$ cat config.mk
export PLATFORM = sky130hd
export DESIGN_NAME = video_stream_out
export DESIGN_NICKNAME = d
export VERILOG_FILES = /design/src/rtl/video_out_pkg.sv /design/src/rtl/video_timing_cnt.sv /design/src/rtl/video_stream_out.sv
export SDC_FILE = /design/constraint.sdc
export NUM_CORES = 1
export LEC_CHECK = 0
export CAP_MARGIN = 30
export CORE_ASPECT_RATIO = 1.4
export CORE_MARGIN = 2
export CORE_UTILIZATION = 52
export DETAILED_ROUTE_END_ITERATION = 6
export PLACE_DENSITY = 0.79
export RECOVER_POWER = 25
export SYNTH_ARGS = -nofsm -noshare
export SYNTH_HDL_FRONTEND = slang
export SYNTH_HIERARCHICAL = 1
export SYNTH_SLANG_ARGS = --single-unit
$ cat constraint.sdc
create_clock -name clk -period 3.06 [get_ports clk]
set_input_delay 0.612 -clock clk [delete_from_list [all_inputs] [get_ports clk]]
set_output_delay 0.612 -clock clk [all_outputs]
set_load 0.05 [all_outputs]
$ cat src/rtl/video_out_pkg.sv
// Shared types and helpers for the video output generator.
package video_out_pkg;

  typedef enum logic [1:0] {IDLE, VBLANK, ACTIVE, HBLANK} state_t;

  localparam int PIX_W_DEFAULT = 8;
  typedef logic [PIX_W_DEFAULT-1:0] pixel_t;

  // One blank line lasts a full line period, active plus horizontal blank.
  function automatic int unsigned vblank_periods(input int unsigned h_active,
                                                 input int unsigned h_blank,
                                                 input int unsigned v_blank);
    return v_blank * (h_active + h_blank);
  endfunction

endpackage

$ cat src/rtl/video_timing_cnt.sv
// x/y/blank pixel-period counters with terminal-count flags; every update is gated by pix_en.
module video_timing_cnt
  import video_out_pkg::*;
#(
  parameter int CNT_W    = 16,
  parameter int H_ACTIVE = 640,
  parameter int H_BLANK  = 160,
  parameter int V_ACTIVE = 480,
  parameter int V_BLANK  = 40
) (
  input  logic             clk,
  input  logic             nRST,
  input  logic             pix_en,
  input  logic             x_clr,
  input  logic             x_inc,
  input  logic             y_clr,
  input  logic             y_inc,
  input  logic             b_clr,
  input  logic             b_inc,
  output logic [CNT_W-1:0] x,
  output logic [CNT_W-1:0] y,
  output logic             x_last,
  output logic             y_last,
  output logic             hb_last,
  output logic             vb_last
);

  localparam logic [CNT_W-1:0] X_LAST  = CNT_W'(H_ACTIVE - 1);
  localparam logic [CNT_W-1:0] Y_LAST  = CNT_W'(V_ACTIVE - 1);
  localparam logic [CNT_W-1:0] HB_LAST = CNT_W'(H_BLANK - 1);
  localparam logic [CNT_W-1:0] VB_LAST =
    CNT_W'(vblank_periods(H_ACTIVE, H_BLANK, V_BLANK) - 1);

  logic [CNT_W-1:0] blank;

  always_ff @(posedge clk or negedge nRST) begin
    if (!nRST) begin
      x     <= '0;
      y     <= '0;
      blank <= '0;
    end else if (pix_en) begin
      if (x_clr)      x <= '0;
      else if (x_inc) x <= x + 1'b1;
      if (y_clr)      y <= '0;
      else if (y_inc) y <= y + 1'b1;
      // Shared between horizontal and vertical blanking; the FSM clears it on entry.
      if (b_clr)      blank <= '0;
      else if (b_inc) blank <= blank + 1'b1;
    end
  end

  assign x_last  = (x == X_LAST);
  assign y_last  = (y == Y_LAST);
  assign hb_last = (blank == HB_LAST);
  assign vb_last = (blank == VB_LAST);

endmodule

$ cat src/rtl/video_stream_out.sv
// Video output generator: drains a show-ahead FIFO into pixel_out with frame/line timing.
// Optional VIDEO_STREAM_OUT_TEST_PATTERN_EN adds test_mode, an x^y pattern source.
module video_stream_out
  import video_out_pkg::*;
#(
  parameter int PIX_W    = PIX_W_DEFAULT,
  parameter int H_ACTIVE = 640,
  parameter int H_BLANK  = 160,
  parameter int V_ACTIVE = 480,
  parameter int V_BLANK  = 40,
  parameter int CNT_W    = 16
) (
  input  logic             clk,
  input  logic             nRST,
  input  logic             pix_en,
  input  logic             enable,
  input  logic [PIX_W-1:0] fifo_data,
  input  logic             fifo_empty,
  output logic             fifo_rd,
  output logic [PIX_W-1:0] pixel_out,
  output logic             frame_valid,
  output logic             line_valid,
  output logic             frame_start,
  output logic             underflow,
  input  logic             clr_underflow
`ifdef VIDEO_STREAM_OUT_TEST_PATTERN_EN
  ,
  input  logic             test_mode
`endif
);

  state_t state, state_nxt;

  logic x_clr, x_inc, y_clr, y_inc, b_clr, b_inc;
  logic x_last, y_last, hb_last, vb_last;
  logic [CNT_W-1:0] x, y;
  logic pattern;
  logic active_pix;
  logic starve;

`ifdef VIDEO_STREAM_OUT_TEST_PATTERN_EN
  assign pattern = test_mode;
`else
  assign pattern = 1'b0;
`endif

  video_timing_cnt #(
    .CNT_W    (CNT_W),
    .H_ACTIVE (H_ACTIVE),
    .H_BLANK  (H_BLANK),
    .V_ACTIVE (V_ACTIVE),
    .V_BLANK  (V_BLANK)
  ) u_cnt (
    .clk     (clk),
    .nRST    (nRST),
    .pix_en  (pix_en),
    .x_clr   (x_clr),
    .x_inc   (x_inc),
    .y_clr   (y_clr),
    .y_inc   (y_inc),
    .b_clr   (b_clr),
    .b_inc   (b_inc),
    .x       (x),
    .y       (y),
    .x_last  (x_last),
    .y_last  (y_last),
    .hb_last (hb_last),
    .vb_last (vb_last)
  );

  always_ff @(posedge clk or negedge nRST) begin
    if (!nRST)       state <= IDLE;
    else if (pix_en) state <= state_nxt;
  end

  always_comb begin
    state_nxt = state;
    x_clr = 1'b0;
    x_inc = 1'b0;
    y_clr = 1'b0;
    y_inc = 1'b0;
    b_clr = 1'b0;
    b_inc = 1'b0;
    case (state)
      IDLE: begin
        if (enable) begin
          state_nxt = VBLANK;
          b_clr     = 1'b1;
        end
      end
      VBLANK: begin
        // At terminal count the counter saturates until a pixel source is ready.
        if (!vb_last) begin
          b_inc = 1'b1;
        end else if (!enable) begin
          state_nxt = IDLE;
        end else if (!fifo_empty || pattern) begin
          state_nxt = ACTIVE;
          x_clr     = 1'b1;
          y_clr     = 1'b1;
        end
      end
      ACTIVE: begin
        if (!x_last) begin
          x_inc = 1'b1;
        end else begin
          b_clr     = 1'b1;
          state_nxt = y_last ? VBLANK : HBLANK;
        end
      end
      HBLANK: begin
        if (!hb_last) begin
          b_inc = 1'b1;
        end else begin
          state_nxt = ACTIVE;
          x_clr     = 1'b1;
          y_inc     = 1'b1;
        end
      end
      default: state_nxt = IDLE;
    endcase
  end

  assign active_pix = (state == ACTIVE);
  assign starve     = active_pix && fifo_empty && !pattern;
  assign fifo_rd    = pix_en && active_pix && !fifo_empty && !pattern;

  always_ff @(posedge clk or negedge nRST) begin
    if (!nRST) begin
      pixel_out   <= '0;
      frame_valid <= 1'b0;
      line_valid  <= 1'b0;
      frame_start <= 1'b0;
      underflow   <= 1'b0;
    end else begin
      frame_start <= pix_en && active_pix && (x == '0) && (y == '0);
      if (pix_en) begin
        case (state)
          ACTIVE: begin
            line_valid  <= 1'b1;
            frame_valid <= 1'b1;
            if (pattern)          pixel_out <= x[PIX_W-1:0] ^ y[PIX_W-1:0];
            else if (!fifo_empty) pixel_out <= fifo_data;
            else                  pixel_out <= '0;
          end
          HBLANK:  line_valid <= 1'b0;
          default: begin
            line_valid  <= 1'b0;
            frame_valid <= 1'b0;
          end
        endcase
        // Underflow never stretches timing; the slot goes out as zero and is flagged.
        if (starve)             underflow <= 1'b1;
        else if (clr_underflow) underflow <= 1'b0;
      end
    end
  end

endmodule

==> results of run 1 <==
cell type report:
| cell class | count | area share [%] |
|---|---|---|
| Clock inverter | 6 | 2.75 |
| Multi-Input combinational cell | 288 | 42.1 |
| Tap cell | 72 | 2.22 |
| Inverter | 15 | 1.39 |
| Sequential cell | 62 | 38.2 |
| Clock buffer | 9 | 3.05 |
| Timing Repair Buffer | 47 | 10.2 |
routing by layer:
metal | GRT usage (%) | wire length (µm)
met2 | 39.7 | 4000
met5 | 0 | 0
met1 | 31.4 | 3360
met3 | 4.05 | 287
met4 | 13.5 | 242
timing repair:
action,CTS,global route
buffers inserted,0,1
gates resized for setup,0,3
setup endpoints to repair,0,3
flip-flops by register name, summed over array words and instances (netlist names):
register	cells
u_cnt/x	16
state	2
frame_start	1
underflow	1
u_cnt/blank	16
frame_valid	1
pixel_out	8
u_cnt/y	16
line_valid	1
placed cells by master, fill, tap and decap left out, drive strengths merged, types with 12 or more instances in the layout:
| cell type | Yosys | final |
|---|---|---|
| dfrtp | 62 | 62 |
| a21oi | 20 | 20 |
| buf | 4 | 20 |
| xnor2 | 13 | 13 |
| nand2 | 52 | 52 |
| clkbuf | 11 | 12 |
| clkdlybuf4s50 | 0 | 24 |
| inv | 14 | 14 |
| nand3 | 13 | 13 |
| o21ai | 26 | 26 |
| nand4 | 16 | 16 |
| nor2 | 36 | 36 |
| nor4 | 20 | 20 |
through the flow:
step	power [µW]	utilization [%]	instances	hold slack [ns]	instance area [µm²]
finish	2530	64.9	499	0.479	4060
global route	2660	64.9	499	0.528	4060
CTS	2540	64.6	498	0.245	4040
detailed placement	1670	60.8	483	0.469	3800
global placement	1640	60.8	483	0.462	3800
floorplan	1450	-	380	0.316	3370
cells by family after synthesis:
| kind of cell | synth area share (%) |
|---|---|
| AOI/OAI and AO/OA | 13.0 |
| xor gates and xnor gates | 4.94 |
| adders and majority gates | 1.11 |
| buffers and inverters | 3.75 |
| DFF | 46.1 |
| muxes | 2.23 |
| and+or+nand+nor | 28.8 |
worst max-delay path by stage:
| stage | startpoint | end | slack (ns) | cells after the start |
|---|---|---|---|---|
| after floorplan | u_cnt/x[12] | u_cnt/blank[15] | 0.15 | 9 |
| after CTS | u_cnt/blank[9] | u_cnt/x[15] | 0.08 | 8 |
| final | u_cnt/x[14] | u_cnt/blank[13] | 0.15 | 9 |
| after global routing | u_cnt/blank[9] | u_cnt/x[15] | 0.008 | 8 |
| after global placement | enable | u_cnt/x[15] | 0.20 | 8 |
| after detailed placement | u_cnt/blank[9] | u_cnt/x[15] | 0.1 | 8 |
critical path: cells and delay by family, from the launching register on:
kind / cells / cell delay, ns
compound gates: 3 / 0.35
flops: 1 / 0.42
simple gates: 6 / 2.08
Yosys cell counts (3+ instances only):
master,instances
sky130_fd_sc_hd__nor3_1,9
sky130_fd_sc_hd__dfrtp_1,62
sky130_fd_sc_hd__inv_1,14
sky130_fd_sc_hd__or3_1,8
sky130_fd_sc_hd__a41o_1,4
sky130_fd_sc_hd__nor2_1,36
sky130_fd_sc_hd__buf_2,3
sky130_fd_sc_hd__o21ai_0,23
sky130_fd_sc_hd__o21a_1,3
sky130_fd_sc_hd__clkbuf_1,9
sky130_fd_sc_hd__xnor2_1,13
sky130_fd_sc_hd__nand2_1,52
sky130_fd_sc_hd__nand3_1,12
sky130_fd_sc_hd__and4_1,3
sky130_fd_sc_hd__and2_1,5
sky130_fd_sc_hd__o31ai_1,5
sky130_fd_sc_hd__and3_1,7
sky130_fd_sc_hd__nand4_1,16
sky130_fd_sc_hd__ha_1,3
sky130_fd_sc_hd__mux2i_1,3
sky130_fd_sc_hd__xor2_1,6
sky130_fd_sc_hd__or4_1,7
sky130_fd_sc_hd__a31oi_1,4
sky130_fd_sc_hd__a21oi_1,20
sky130_fd_sc_hd__nor4_1,19
sky130_fd_sc_hd__o22ai_1,3
power by group through the flow:
stage,Sequential [µW],Combinational (µW),Clock [µW]
global route,1060,674,924
finish,1040,613,877
CTS,1040,617,887
detailed placement,1060,615,0
floorplan,1190,259,0
global placement,1050,596,0
==> results_tabular.tex, run 1 <==
\begin{tabular}{lr}
\hline
Metric & Value \\
\hline
\multicolumn{2}{l}{\textbf{Outcome}} \\
\quad Status & completed \\
\multicolumn{2}{l}{\textbf{STA}} \\
\quad Fraction of the cycle the final worst path needs & 95.1\% \\
\quad Transition time of the tightest slew-check pin & 1.29 ns \\
\quad Final Worst Setup Slack & 0.149 ns \\
\quad Relative slew slack & 13.9\% \\
\quad Worst Clk Skew & 0.00931 ns \\
\quad Final-report hold violation count & 0 \\
\quad Max Clk Rate & 343 MHz \\
\quad Setup violation total in the final timing report & 0 \\
\quad Final min period & 2.91 ns \\
\quad Pins Over Slew Limit & 0 \\
\quad Setup TNS & 0 ns \\
\quad RSZ-0062 raised after global routing & no \\
\multicolumn{2}{l}{\textbf{Setup path}} \\
\quad Data arrival time of the worst path & 3.19 ns \\
\quad Critical Setup Path Class & reg -> reg \\
\quad Cell count of the worst reg-to-reg path & 9 \\
\quad Standard cell with the maximum stage delay on the critical path & sky130\_fd\_sc\_hd\_\_or4\_4 \\
\quad Kind of end point of the critical path & register \\
\quad Reg2Reg Setup Slack & 0.15 ns \\
\quad Worst path most repeated cell & sky130\_fd\_sc\_hd\_\_a21oi\_1 \\
\quad Startpoint type of the worst setup path & register \\
\quad Beginning of the worst register-to-register path & u\_cnt/x[14] \\
\quad Top fanout value on the critical path & 5 \\
\quad List of cells traversed by the critical path & or4\_1, nor4\_1, and4\_1, a21oi\_1, nor2\_1, o21ai\_2, or4\_4, or3\_1, a21oi\_1 \\
\quad Critical path required time & 3.34 ns \\
\quad Endpoint of the worst-slack reg-to-reg timing path & u\_cnt/blank[13] \\
\quad Max stage delay on crit path & 0.55 ns \\
\multicolumn{2}{l}{\textbf{Floorplan}} \\
\quad IO Pins & 27 \\
\quad CORE AREA & 6250 µm² \\
\quad Chip width & 72.0 µm \\
\quad Die area & 7140 µm² \\
\quad Initial cell density of the core & 53.8\% \\
\quad Site Rows & 34 \\
\quad Height of the die & 99.2 µm \\
\multicolumn{2}{l}{\textbf{Power}} \\
\quad Total power per unit cell area & 623 nW/µm² \\
\quad Internal power contribution & 1690 µW \\
\quad Clock share of power & 34.7\% \\
\quad Share of total power in sequential cells & 41.1\% \\
\quad Sw power & 837 µW \\
\quad Portion of total power attributed to combinational logic & 24.2\% \\
\quad Leakage power & 0.00174 µW \\
\quad Maximum resistive drop on vdd & 342 µV \\
\quad Switching part of the total & 33.1\% \\
\multicolumn{2}{l}{\textbf{Place}} \\
\quad Detailed-placement wirelength estimate & 5580 µm \\
\quad RePlAce Congestion & 0.895 \\
\quad DP Worst Slack & 0.0961 ns \\
\quad Input/output buffers & 26 \\
\multicolumn{2}{l}{\textbf{Yosys}} \\
\quad Most instantiated flip-flop cell in the synthesis netlist & sky130\_fd\_sc\_hd\_\_dfrtp\_1 \\
\quad Synth cell types & 51 \\
\quad Fraction of registers with async set or reset after synthesis & 100\% \\
\quad YS warnings & 6 \\
\quad Number of nets produced by synthesis & 397 \\
\quad Top cells by area, synth & sky130\_fd\_sc\_hd\_\_dfrtp\_1 (46\%), sky130\_fd\_sc\_hd\_\_nand2\_1 (5.8\%), sky130\_fd\_sc\_hd\_\_nor2\_1 (4.0\%) \\
\quad Number of synthesized flops with an enable pin & 0 \\
\quad Post-synthesis cell type with the largest combined area & sky130\_fd\_sc\_hd\_\_dfrtp\_1 \\
\quad Mean cell area of the mapped netlist & 8.86 µm² \\
\quad \#FFs+latches synth & 62 \\
\quad Part of the Yosys area used for sequential elements & 46.1\% \\
\quad Area share of the leading cell type in the synthesized netlist & 46.1\% \\
\quad Instance count of the mapped netlist & 380 \\
\quad Area of the mapped netlist & 3370 µm² \\
\multicolumn{2}{l}{\textbf{Drt}} \\
\quad Detailed-route DRC error count & 0 \\
\quad Length of the first detailed-routing pass in iterations & 4 \\
\quad Final wirelength & 7890 µm \\
\quad Drt via density & 6.07 \\
\quad Post-detailed-route count of antenna-violating nets & 0 \\
\quad Initial drt markers & 262 \\
\quad WL/cell & 15.8 µm \\
\quad Routed via count & 3030 \\
\multicolumn{2}{l}{\textbf{Clock tree}} \\
\quad Number of CTS-inserted buffers & 9 \\
\quad CTS tree & done \\
\quad Clock-pin transition on the worst setup and hold timing paths & 0.07 ns \\
\quad H-tree depth & 3 \\
\quad Max Root-Sink Buffers & 2 \\
\quad Clock Root Buffer & sky130\_fd\_sc\_hd\_\_clkbuf\_8 \\
\quad Latest clock arrival within the worst-skew pair & 0.36 ns \\
\quad Hold-fix buffer count after cts & 0 \\
\quad Sinks on the clock net & 62 \\
\multicolumn{2}{l}{\textbf{Cells and area}} \\
\quad Ant diodes & 0 \\
\quad Final-layout fill cell count & 513 \\
\quad Number of nets in the layout & 440 \\
\quad Multi-input logic area & 1710 µm² \\
\quad Layout cells sized above 1 & 11.5\% \\
\quad Storage element area & 1550 µm² \\
\quad Growth of design area from synthesis to finish & 20.5\% \\
\multicolumn{2}{l}{\textbf{Hold path}} \\
\quad Path type of the worst min-delay path & reg -> reg \\
\quad WHS Endpoint & pixel\_out[4] \\
\quad Cell count of the worst hold path & 2 \\
\quad Launch point of the worst hold path & pixel\_out[4] \\
\multicolumn{2}{l}{\textbf{Global routing}} \\
\quad Total GRT Usage & 24.6\% \\
\quad Number of global-route vias before repair & 3037 \\
\quad Antenna violations before repair & 0 \\
\quad Total global routing overflow & 0 \\
\quad Maximum number of pins on one net before global-route repair & 26 \\
\quad Global-route wire length before repair & 13800 µm \\
\multicolumn{2}{l}{\textbf{Flow run}} \\
\quad Max capacitance violation total & 0 \\
\hline
\end{tabular}
(Power assumes the default switching activity.)
==> run 2, diff against run 1 <==
--- a/config.mk
+++ b/config.mk
@@ -10,8 +10,10 @@
 export CORE_MARGIN = 2
 export CORE_UTILIZATION = 52
 export DETAILED_ROUTE_END_ITERATION = 6
+export GPL_ROUTABILITY_DRIVEN = 0
 export PLACE_DENSITY = 0.79
 export RECOVER_POWER = 25
+export SLEW_MARGIN = 30
 export SYNTH_ARGS = -nofsm -noshare
 export SYNTH_HDL_FRONTEND = slang
 export SYNTH_HIERARCHICAL = 1
==> run 2 against run 1 <==
Critical path depth fell by 1. Non-clock buffer count down 1. Sequential cell count stayed put. Total power shrank 11%. Cell count fell by 0.40%. Combinational power hardly changed. Wire length fell by 2.1%. Sequential share of layout area grew 0.83 points. Worst setup slack improved by 0.013 ns. Clock skew is 0.0019 ns lower. First-iteration DRC count decreased by 25%. Utilization decreased by 1.4 points. Critical endpoint is now u_cnt/x[15].
==> results_tabular.tex, run 2 (synthesis gave the netlist of run 1 again) <==
\begin{tabular}{lr}
\hline
Metric & Value \\
\hline
\multicolumn{2}{l}{\textbf{Drt}} \\
\quad Final wirelength & 7720 µm \\
\quad Routed via count & 3020 \\
\quad Drt via density & 6.08 \\
\quad Detailed-route DRC error count & 0 \\
\quad WL/cell & 15.5 µm \\
\quad Post-detailed-route count of antenna-violating nets & 0 \\
\quad Length of the first detailed-routing pass in iterations & 4 \\
\quad Initial drt markers & 197 \\
\multicolumn{2}{l}{\textbf{Clock tree}} \\
\quad CTS tree & done \\
\quad Number of setup buffers added after CTS & 0 \\
\quad Sinks on the clock net & 62 \\
\quad Number of CTS-inserted buffers & 9 \\
\quad Max Root-Sink Buffers & 2 \\
\quad Clock Root Buffer & sky130\_fd\_sc\_hd\_\_clkbuf\_8 \\
\quad Latest clock arrival within the worst-skew pair & 0.34 ns \\
\quad Clock-pin transition on the worst setup and hold timing paths & 0.07 ns \\
\quad H-tree depth & 3 \\
\multicolumn{2}{l}{\textbf{Setup path}} \\
\quad Standard cell with the maximum stage delay on the critical path & sky130\_fd\_sc\_hd\_\_or4\_1 \\
\quad Top fanout value on the critical path & 8 \\
\quad Kind of end point of the critical path & register \\
\quad Max stage delay on crit path & 0.56 ns \\
\quad Worst path most repeated cell & sky130\_fd\_sc\_hd\_\_or4\_1 \\
\quad Startpoint type of the worst setup path & register \\
\quad Critical Setup Path Class & reg -> reg \\
\quad List of cells traversed by the critical path & or4\_1, nor4\_2, and4\_2, or2\_2, o2111ai\_1, or2\_1, or4\_1, a21oi\_1 \\
\quad Data arrival time of the worst path & 3.17 ns \\
\quad Critical path required time & 3.33 ns \\
\multicolumn{2}{l}{\textbf{Floorplan}} \\
\quad Initial cell density of the core & 53.8\% \\
\quad Height of the die & 99.2 µm \\
\quad Site Rows & 34 \\
\quad Chip width & 72.0 µm \\
\quad CORE AREA & 6250 µm² \\
\quad IO Pins & 27 \\
\quad Die area & 7140 µm² \\
\multicolumn{2}{l}{\textbf{STA}} \\
\quad Transition time of the tightest slew-check pin & 1.11 ns \\
\quad Final min period & 2.90 ns \\
\quad Max Clk Rate & 345 MHz \\
\quad RSZ-0062 raised after global routing & no \\
\quad Worst Clk Skew & 0.00741 ns \\
\quad Worst hold margin & 0.368 ns \\
\quad Fraction of the cycle the final worst path needs & 94.7\% \\
\quad Final Worst Setup Slack & 0.162 ns \\
\quad Final-report hold violation count & 0 \\
\quad Setup violation total in the final timing report & 0 \\
\quad Pins Over Slew Limit & 0 \\
\quad Setup TNS & 0 ns \\
\quad Relative slew slack & 25.9\% \\
\multicolumn{2}{l}{\textbf{Cells and area}} \\
\quad Most frequent standard cell in the layout excluding fill and tap cells & sky130\_fd\_sc\_hd\_\_dfrtp\_1 \\
\quad Ant diodes & 0 \\
\quad Number of nets in the layout & 439 \\
\quad Multi-input logic area & 1710 µm² \\
\quad Most frequent cells in the layout & sky130\_fd\_sc\_hd\_\_dfrtp\_1 (62), sky130\_fd\_sc\_hd\_\_nand2\_1 (52), sky130\_fd\_sc\_hd\_\_nor2\_1 (35) \\
\quad Storage element area & 1550 µm² \\
\quad Growth of design area from synthesis to finish & 17.9\% \\
\quad Share of the core filled with cells in the final layout & 63.5\% \\
\quad Final-layout fill cell count & 516 \\
\quad Layout cells sized above 1 & 11.3\% \\
\quad Top Registers & u\_cnt/blank x16, u\_cnt/x x16, u\_cnt/y x16 \\
\multicolumn{2}{l}{\textbf{Flow run}} \\
\quad Max capacitance violation total & 0 \\
\multicolumn{2}{l}{\textbf{Power}} \\
\quad Maximum resistive drop on vdd & 241 µV \\
\quad Leakage power & 0.00169 µW \\
\quad Total power per unit cell area & 567 nW/µm² \\
\quad Total power & 2250 µW \\
\multicolumn{2}{l}{\textbf{Place}} \\
\quad DP Worst Slack & 0.107 ns \\
\quad Detailed-placement wirelength estimate & 5450 µm \\
\quad Input/output buffers & 26 \\
\multicolumn{2}{l}{\textbf{Outcome}} \\
\quad Status & completed \\
\multicolumn{2}{l}{\textbf{Global routing}} \\
\quad Total global routing overflow & 0 \\
\quad Total GRT Usage & 23.3\% \\
\quad Global-route wire length before repair & 13200 µm \\
\quad Antenna violations before repair & 0 \\
\quad Maximum number of pins on one net before global-route repair & 28 \\
\quad Number of global-route vias before repair & 2944 \\
\multicolumn{2}{l}{\textbf{Hold path}} \\
\quad Path type of the worst min-delay path & in -> async \\
\hline
\end{tabular}
==> run 2: power breakdown <==
| part | total, µW | switching [µW] | internal, µW | leakage [µW] |
|---|---|---|---|---|
| registers | 1040 | 112 | 926 | 0.000812 |
| clock network | 602 | 297 | 304 | 0.0000821 |
| logic | 613 | 381 | 232 | 0.000796 |
==> run 2: metal layers <==
| layer | global-route usage, % | vias to the layer above | wire length, µm |
|---|---|---|---|
| met3 | 4.36 | 23 | 356 |
| met1 | 29.0 | 1446 | 3280 |
| li1 | - | 1463 | - |
| met4 | 10.6 | 0 | 195 |
| met2 | 39.1 | 88 | 3880 |
| met5 | 0 | - | 0 |
==> run 2: what timing repair did <==
action                                  CTS  global route
endpoints found under the setup margin    0             6
resized for setup                         0             5
hold buffers                              0             0
==> run 2: worst paths after layout <==
kind	startpoint	endpoint	slack (ns)	cells past startpoint
worst max register to register	u_cnt/blank[9]	u_cnt/x[15]	0.16	8
worst min-delay path	nRST	u_cnt/blank[2]	0.37	1
worst min register to register	underflow	underflow	0.47	2
min in group clk	underflow	underflow	0.47	2
worst max-delay path	u_cnt/blank[9]	u_cnt/x[15]	0.16	8
max in group asynchronous	nRST	u_cnt/x[14]	1.19	2
==> run 2: area by class of cell <==
type                       count  share of cell area [%]
clock buffer                  12                    3.66
clock inverter                 2                   0.252
inverter                      15                    1.42
multi-input combinational    288                    43.0
sequential                    62                    39.1
tap                           72                    2.27
timing repair buffer          46                    10.3
==> run 2: critical path, delay by kind of cell (launching register included) <==
kind / cells / cell delay (ns)
AO/OA/AOI/OAI: 2 / 0.29
AND/OR/NAND/NOR: 6 / 2.15
flip-flops: 1 / 0.38
==> run 2: stage by stage <==
step | std cells | area (µm²)
final | 497 | 3970
after global routing | 497 | 3970
after CTS | 497 | 3960
after detailed placement | 483 | 3800
after global placement | 483 | 3800
after floorplan | 380 | 3370
